### config.mk
export PLATFORM = sky130hd
export DESIGN_NAME = traffic_phase_ctrl
export DESIGN_NICKNAME = d
export VERILOG_FILES = /design/src/rtl/traffic_phase_ctrl.sv
export SDC_FILE = /design/constraint.sdc
export NUM_CORES = 1
export LEC_CHECK = 0
export ABC_AREA = 1
export BUFFER_PORTS_ARGS = -buffer_cell sky130_fd_sc_hd__buf_2
export CAP_MARGIN = 25
export CORE_MARGIN = 8
export CORE_UTILIZATION = 53
export DETAILED_ROUTE_END_ITERATION = 12
export HOLD_SLACK_MARGIN = 0.03
export PLACE_DENSITY = 0.79
export SYNTH_ARGS = -nofsm -noshare
export SYNTH_HDL_FRONTEND = slang
export SYNTH_SLANG_ARGS = --single-unit
### constraint.sdc
create_clock -name CLK -period 2.15 [get_ports CLK]
set_input_delay 0.645 -clock CLK [delete_from_list [all_inputs] [get_ports CLK]]
set_output_delay 0.645 -clock CLK [all_outputs]
set_load 0.02 [all_outputs]
### src/rtl/traffic_phase_ctrl.sv
// N-way traffic signal sequencer: round-robin GREEN -> YELLOW -> ALL-RED with its own
// countdown, flashing night/fault mode and emergency preemption.
module traffic_phase_ctrl #(
    parameter int unsigned N_DIR    = 4,
    parameter int unsigned GREEN_T  = 10,
    parameter int unsigned YELLOW_T = 3,
    parameter int unsigned ALLRED_T = 1,
    parameter int unsigned CNT_W    = 5,
    parameter int unsigned DIR_W    = (N_DIR > 1) ? $clog2(N_DIR) : 1
) (
    input  logic                 CLK,
    input  logic                 RST,
    input  logic                 Tick,
    input  logic                 flash_mode,
    input  logic                 preempt_req,
    input  logic [DIR_W-1:0]     preempt_dir,
    output logic [3*N_DIR-1:0]   led_out,
    output logic [CNT_W-1:0]     count_out,
    output logic [DIR_W-1:0]     active_dir,
    output logic [1:0]           phase
);

    localparam int unsigned LED_W = 3 * N_DIR;

    typedef enum logic [1:0] {
        PH_GREEN  = 2'b00,
        PH_YELLOW = 2'b01,
        PH_ALLRED = 2'b10,
        PH_FLASH  = 2'b11
    } phase_e;

    phase_e             phase_q, phase_d;
    logic [CNT_W-1:0]   count_q, count_d;
    logic [DIR_W-1:0]   dir_q, dir_d;
    logic [DIR_W-1:0]   tgt_q, tgt_d;
    logic               pend_q, pend_d;
    logic               flash_q, flash_d;
    logic [LED_W-1:0]   led_q, led_d;

    logic               preempt_ok;
    logic               hold_timing;
    logic [DIR_W-1:0]   rr_next;

    // State register
    always_ff @(posedge CLK) begin
        if (RST) begin
            phase_q <= PH_ALLRED;
            count_q <= CNT_W'(ALLRED_T);
            dir_q   <= '0;
            tgt_q   <= '0;
            pend_q  <= 1'b0;
            flash_q <= 1'b0;
            led_q   <= {N_DIR{3'b100}};
        end else begin
            phase_q <= phase_d;
            count_q <= count_d;
            dir_q   <= dir_d;
            tgt_q   <= tgt_d;
            pend_q  <= pend_d;
            flash_q <= flash_d;
            led_q   <= led_d;
        end
    end

    // Next-state: flash overrides preemption, preemption overrides normal timing
    always_comb begin
        phase_d     = phase_q;
        count_d     = count_q;
        dir_d       = dir_q;
        tgt_d       = tgt_q;
        pend_d      = pend_q;
        flash_d     = flash_q;
        led_d       = '0;
        hold_timing = 1'b0;
        preempt_ok  = preempt_req && (32'(preempt_dir) < N_DIR);
        rr_next     = (dir_q == DIR_W'(N_DIR - 1)) ? '0 : dir_q + DIR_W'(1);

        if (flash_mode) begin
            if (phase_q != PH_FLASH) begin
                phase_d = PH_FLASH;
                count_d = '0;
                flash_d = 1'b0;
                pend_d  = 1'b0;
            end else if (Tick) begin
                flash_d = ~flash_q;
            end
        end else if (phase_q == PH_FLASH) begin
            phase_d = PH_ALLRED;
            count_d = CNT_W'(ALLRED_T);
            dir_d   = '0;
        end else begin
            if (preempt_ok) begin
                unique case (phase_q)
                    PH_GREEN: begin
                        hold_timing = 1'b1;
                        if (dir_q != preempt_dir) begin
                            phase_d = PH_YELLOW;
                            count_d = CNT_W'(YELLOW_T);
                            tgt_d   = preempt_dir;
                            pend_d  = 1'b1;
                        end else begin
                            count_d = CNT_W'(GREEN_T);
                        end
                    end
                    PH_YELLOW: begin
                        tgt_d  = preempt_dir;
                        pend_d = 1'b1;
                    end
                    PH_ALLRED: dir_d = preempt_dir;
                    default: ;
                endcase
            end

            if (Tick && !hold_timing) begin
                if (count_q != CNT_W'(1)) begin
                    count_d = count_q - CNT_W'(1);
                end else begin
                    unique case (phase_q)
                        PH_GREEN: begin
                            phase_d = PH_YELLOW;
                            count_d = CNT_W'(YELLOW_T);
                        end
                        PH_YELLOW: begin
                            phase_d = PH_ALLRED;
                            count_d = CNT_W'(ALLRED_T);
                            dir_d   = pend_d ? tgt_d : rr_next;
                            pend_d  = 1'b0;
                        end
                        PH_ALLRED: begin
                            phase_d = PH_GREEN;
                            count_d = CNT_W'(GREEN_T);
                        end
                        default: ;
                    endcase
                end
            end
        end

        // Direction 0 occupies the most significant LED triplet
        for (int k = 0; k < int'(N_DIR); k++) begin
            if (phase_d == PH_FLASH)
                led_d[3*(int'(N_DIR)-1-k) +: 3] = {1'b0, flash_d, 1'b0};
            else if (phase_d != PH_ALLRED && dir_d == DIR_W'(k))
                led_d[3*(int'(N_DIR)-1-k) +: 3] = (phase_d == PH_GREEN) ? 3'b001 : 3'b010;
            else
                led_d[3*(int'(N_DIR)-1-k) +: 3] = 3'b100;
        end
    end

    assign led_out    = led_q;
    assign count_out  = count_q;
    assign active_dir = dir_q;
    assign phase      = phase_q;

endmodule

# Word-level counts from Yosys, hierarchy flattened
# Cells that the tools add are included.
# word_totals
register_bits	25
input_bits	7
output_inout_bits	21
word_cells	106
# classes
add_sub_neg	2
n_eq_ne	14
mux	57
bitwise	7
n_reduce_logical	15
# ops
op	n
two-way mux 2 bit	20
two-way mux 5 bit	7
two-way mux 3 bit	8
two-way mux 1 bit	17
case mux 5 bit (3 select lines)	1
equality test 2 bit, second input constant	6
OR reduction 3 bit	4
inverter 1 bit	7
zero test 2 bit	3
!= test 2 bit, second input constant	3
case mux 2 bit (3 select lines)	1
logical AND 1 bit	5
!= test 5 x 1 -> 1 bit, second input constant	1
subtractor 5 x 1 -> 5 bit, second input constant	1
equality test 2 x 1 -> 1 bit, second input constant	2
two-way mux 4 bit	1
case mux 2 bit (2 select lines)	1
AND reduction 2 bit	2
adder 2 x 1 -> 2 bit, second input constant	1
!= test 2 x 1 -> 1 bit, second input constant	1
!= test 2 bit	1
case mux 1 bit (2 select lines)	1
zero test 1 bit	1

# Logic depth before layout (Yosys ltp)
# logic_depth
ltp_word	16
depth_mapped	14

# Least setup slack after synthesis
# Ideal clock, no wire load.
# synth_timing
path_type	input -> register
startpoint	input port preempt_dir[0]
endpoint	register led_q[8], in the netlist led_out[8]
setup_time_ps	118
arrival_time_ps	1547
t_required_ps	2032
slack_ps	485
path_stages	14
path_buffers	0
cell_sequence	inv_1 nand2_1 nand2_1 nand3_2 nand2_2 nand3_1 nand2_1 clkinv_1 nand2_2 nand2_1 nand2_1 nand2_1 nand2_1 nand2_1
# synth_between
elab_chain_len	16
word_cells_on_any_way	31
# synth_rtl
item	line	rtl
start: declaration	16	input logic [DIR_W-1:0] preempt_dir,
!= test 2 bit	96	if (dir_q != preempt_dir) begin
two-way mux 1 bit	96	
case mux 1 bit (2 select lines)	93	unique case (phase_q)
two-way mux 1 bit	92	if (preempt_ok) begin
two-way mux 1 bit	87	end else if (phase_q == PH_FLASH) begin
two-way mux 1 bit	78	if (flash_mode) begin
two-way mux 2 bit	126	dir_d = pend_d ? tgt_d : rr_next;
two-way mux 2 bit	118	unique case (phase_q)
two-way mux 2 bit	115	if (count_q != CNT_W'(1)) begin
two-way mux 2 bit	114	if (Tick && !hold_timing) begin
two-way mux 2 bit	87	
two-way mux 2 bit	78	
equality test 2 x 1 -> 1 bit	143	else if (phase_d != PH_ALLRED && dir_d == DIR_W'(k))
logical AND 1 bit	143	
two-way mux 3 bit	143	
two-way mux 3 bit *	141	if (phase_d == PH_FLASH)
end signal: assignment	53	led_q <= {N_DIR{3'b100}};
end signal: assignment	61	led_q <= led_d;
end: declaration	38	logic [LED_W-1:0] led_q, led_d;
# Mark *: on every way between the ends. The rest lies on a longest branch, timed or not. The select of a mux whose other input is x is not followed.
# A chain may end at the register's enable or synchronous reset.

# Final worst setup path
# layout_timing
startpoint	register dir_q[0], in the netlist active_dir[0]
endpoint	register led_q[2], in the netlist led_out[2]
# layout_between
elab_chain_len	16
word_cells_on_any_way	34
# layout_rtl
item	line	rtl
start: declaration	34	logic [DIR_W-1:0] dir_q, dir_d;
start signal: assignment	57	dir_q <= dir_d;
!= test 2 bit	96	
two-way mux 1 bit	96	
case mux 1 bit (2 select lines)	93	
two-way mux 1 bit	92	
two-way mux 1 bit	87	
two-way mux 1 bit	78	
two-way mux 2 bit	126	
two-way mux 2 bit	118	
two-way mux 2 bit	115	
two-way mux 2 bit	114	
two-way mux 2 bit	87	
two-way mux 2 bit	78	
equality test 2 bit	143	
logical AND 1 bit	143	
two-way mux 3 bit	143	
two-way mux 3 bit *	141	
# Marked as above.

==> impl_metrics.py <==
metrics = {
    "run_status": {
        "status": "finished clean",
    },
    "layout": {
        "final_nets": 228,
        "diodes": 0,
        "syn_to_final_growth_pct": 15.1,
        "register_area_um2": 500,
        "drive_gt1_share_pct": 29.5,
        "multiInputGateArea_um2": 746,
        "instances_no_fill": 247,
        "fill_cells": 245,
    },
    "yosys": {
        "synth-seq-cells": 25,
        "ys_seq_area_share_pct": 36.6,
        "synthDistinctLibCells": 32,
        "synthFlopType": "dfxtp_1",
        "synthesis.nets": 196,
        "async_flop_share_pct": 0,
        "synth_enable_flop_cells": 0,
        "yosys_warnings": 0,
        "avgSynthCellArea_um2": 7.36,
        "synthCells": 186,
        "syn_area_um2": 1370,
    },
    "critical_path": {
        "cp_max_fo": 6,
        "cp-startpoint": "active_dir[0]$_SDFF_PP0_",
        "r2r-start": "active_dir[0]$_SDFF_PP0_",
        "slowest_delay_ps": 480,
        "worstPathArrival_ps": 1950,
        "cp-end-kind": "register",
        "required_ps": 2370,
        "critical_path_class": "register to register",
        "crit_path_cell_trace": "inv_2 -> nand2_1 -> nand2_1 -> nand3_2 -> nand2_2 -> nand2_1 -> nand3_1 -> nand2_2 -> nand2_1 -> nand2_1 -> nand2_1 -> nand2_1 -> nand2_1",
        "cpLargestDelayFamily": "simple AND/OR/NAND/NOR gates",
        "worst_path_max_delay_cell": "dfxtp_1",
        "startpoint_type": "register",
        "cp.buffers_inverters": 1,
        "critPathMostFrequentCell": "nand2_1",
    },
    "hold_path": {
        "hp-class": "register to register",
        "hold_start": "pend_q$_SDFFE_PP0P_",
    },
    "power_and_ir_drop": {
        "power_frac_comb_pct": 27.1,
        "leakagePower_nw": 0.778,
        "max-vdd-ir-drop_uv": 601,
        "p_int_mw": 0.655,
        "p_clk_share_pct": 21.8,
        "p_seq_share_pct": 51.1,
        "p_sw_share_pct": 34.6,
        "switchingPower_mw": 0.347,
        "power_density_nw_per_um2": 637,
    },
    "cts": {
        "clock-root-buffer": "clkbuf_4",
        "post_cts_resized": 0,
        "postCtsSetupBuffers": 0,
        "clkTransAtPathRegs_ps": 150,
        "cts_buffers": 3,
        "hold_buffers": 0,
        "clockBufferDepth": 2,
        "clock_latency_ps": 330,
        "h-tree-depth": 1,
        "cts_tree": "yes",
        "cts.sinks": 25,
    },
    "route": {
        "dr_total_vias": 1300,
        "drc": 0,
        "viasPerCell": 5.26,
        "ant_nets": 0,
        "wirelength_mm": 3.30,
        "wl_per_cell_um": 13.4,
        "drtIter0Drc": 86,
        "drtPass1Iterations": 4,
    },
    "placement": {
        "dp_cells": 243,
        "place.gp.congestion": 0.877,
        "dpl_worst_slack_ps": 149,
        "dp_hpwl_mm": 2.63,
        "port_buffers": 27,
    },
    "timing": {
        "setup_tns_ps": 0,
        "fin_crit_ps": 1730,
        "max_freq_ghz": 0.577,
        "setup_viol": 0,
        "slew_headroom_pct": 78.5,
        "slew_viol_final": 0,
        "final_hold_viol_count": 0,
        "worst_pin_slew_ps": 323,
        "period_share_pct": 80.7,
        "layout_setup_ws_ps": 416,
        "rsz0062_at_grt": "no",
        "finalClockSkew_ps": 14.1,
        "whs_ps": 473,
    },
    "floorplanning": {
        "core-area_um2": 2450,
        "start_util_pct": 55.8,
        "num_rows": 18,
        "die_w_um": 66.8,
        "num_io_pins": 28,
        "die-area_um2": 4460,
        "die_h_um": 66.8,
    },
    "global_route": {
        "grt-ovfl-total": 0,
        "grt_max_degree": 16,
        "grt_pass1_vias": 1237,
        "antenna_found_initial": 0,
        "grt_usage_pct": 15.4,
        "grt_pass1_wl_mm": 5.43,
    },
    "run": {
        "drv_cap": 0,
    },
}
-- registers in the layout, summed over array words and instances (netlist names) --
name        count
pend_q          1
tgt_q           2
led_out        12
phase           2
active_dir      2
flash_q         1
count_out       5
-- cell type report --
| class | count | area share, % |
|---|---|---|
| multi-input cells | 129 | 47.3 |
| well taps | 30 | 2.38 |
| clock buffers | 3 | 1.43 |
| repair buffers | 28 | 9.05 |
| inverters | 31 | 7.55 |
| flip-flops and latches | 25 | 31.8 |
| clock inverters | 1 | 0.477 |
-- layer usage --
layer	track usage [%]	share of wire, %
met2	26.9	51
met4	4.53	1.0
met5	0	0
met3	3.19	4.6
met1	18.3	44
-- power groups by stage --
stage / combinational [mW] / clock [mW] / sequential [mW]
6_report: 0.271 / 0.219 / 0.512
5_1_grt: 0.299 / 0.245 / 0.516
4_1_cts: 0.272 / 0.224 / 0.512
3_5_place_dp: 0.270 / 0 / 0.523
3_3_place_gp: 0.264 / 0 / 0.521
2_1_floorplan: 0.167 / 0 / 0.550
-- cells by family (layout without fill, tap and decap cells) --
| kind of cell | Yosys count | in the layout | share of synthesized area, % |
|---|---|---|---|
| buf+inv | 32 | 63 | 8.96 |
| simple gates | 89 | 89 | 32.8 |
| xor+xnor | 2 | 2 | 1.28 |
| fa+ha+maj | 3 | 3 | 2.74 |
| compound gates | 35 | 35 | 17.6 |
| flops | 25 | 25 | 36.6 |
-- stage by stage --
stage | util, % | power (mW) | cell area, µm²
CTS | 64.2 | 1.01 | 1580
global route | 64.2 | 1.06 | 1580
finish | 64.2 | 1.00 | 1580
floorplan | - | 0.717 | 1370
detailed placement | 62.9 | 0.793 | 1550
global placement | 62.9 | 0.785 | 1550
-- final timing paths --
check,to,slack (ps),depth (start not counted)
max,led_out[2]$_SDFF_PP1_,420,13
max reg2reg,led_out[2]$_SDFF_PP1_,420,13
min,pend_q$_SDFFE_PP0P_,470,2
min reg2reg,pend_q$_SDFFE_PP0P_,470,2
-- worst register-to-register path: cells and delay by family (launching register included) --
kind,cells,cell delay (ps)
buffers and inverters,1,60
flip-flops,1,480
AND/OR/NAND/NOR,12,1050
-- cells in the mapped netlist, types with 2 or more instances --
cell,count,share of area (%)
nand2_1,45,12
dfxtp_1,25,37
inv_1,20,5.5
a21oi_1,13,4.8
nand3_1,12,4.4
nor2_1,11,3.0
inv_2,8,2.2
nand2_2,7,3.2
o21ai_0,7,2.6
ha_1,3,2.7
nor2_2,3,1.4
nor2_4,3,2.5
o211ai_1,3,1.6
a21oi_2,2,1.3
and2_1,2,0.91
clkinv_1,2,0.55
nand3_2,2,1.5
o21ai_2,2,1.3
o221ai_1,2,1.3
xor2_1,2,1.3
-- placed cells by master, fill, tap and decap left out, types with 3 or more instances in the layout --
master	n
buf_2	27
inv_1	20
nand3_1	12
nor2_1	11
inv_2	8
nand2_1	45
dfxtp_1	25
clkbuf_4	3
nor2_4	3
o211ai_1	3
nand2_2	7
a21oi_1	13
o21ai_0	7
nor2_2	3
ha_1	3
Note: power is estimated with default switching activity, not from simulation.
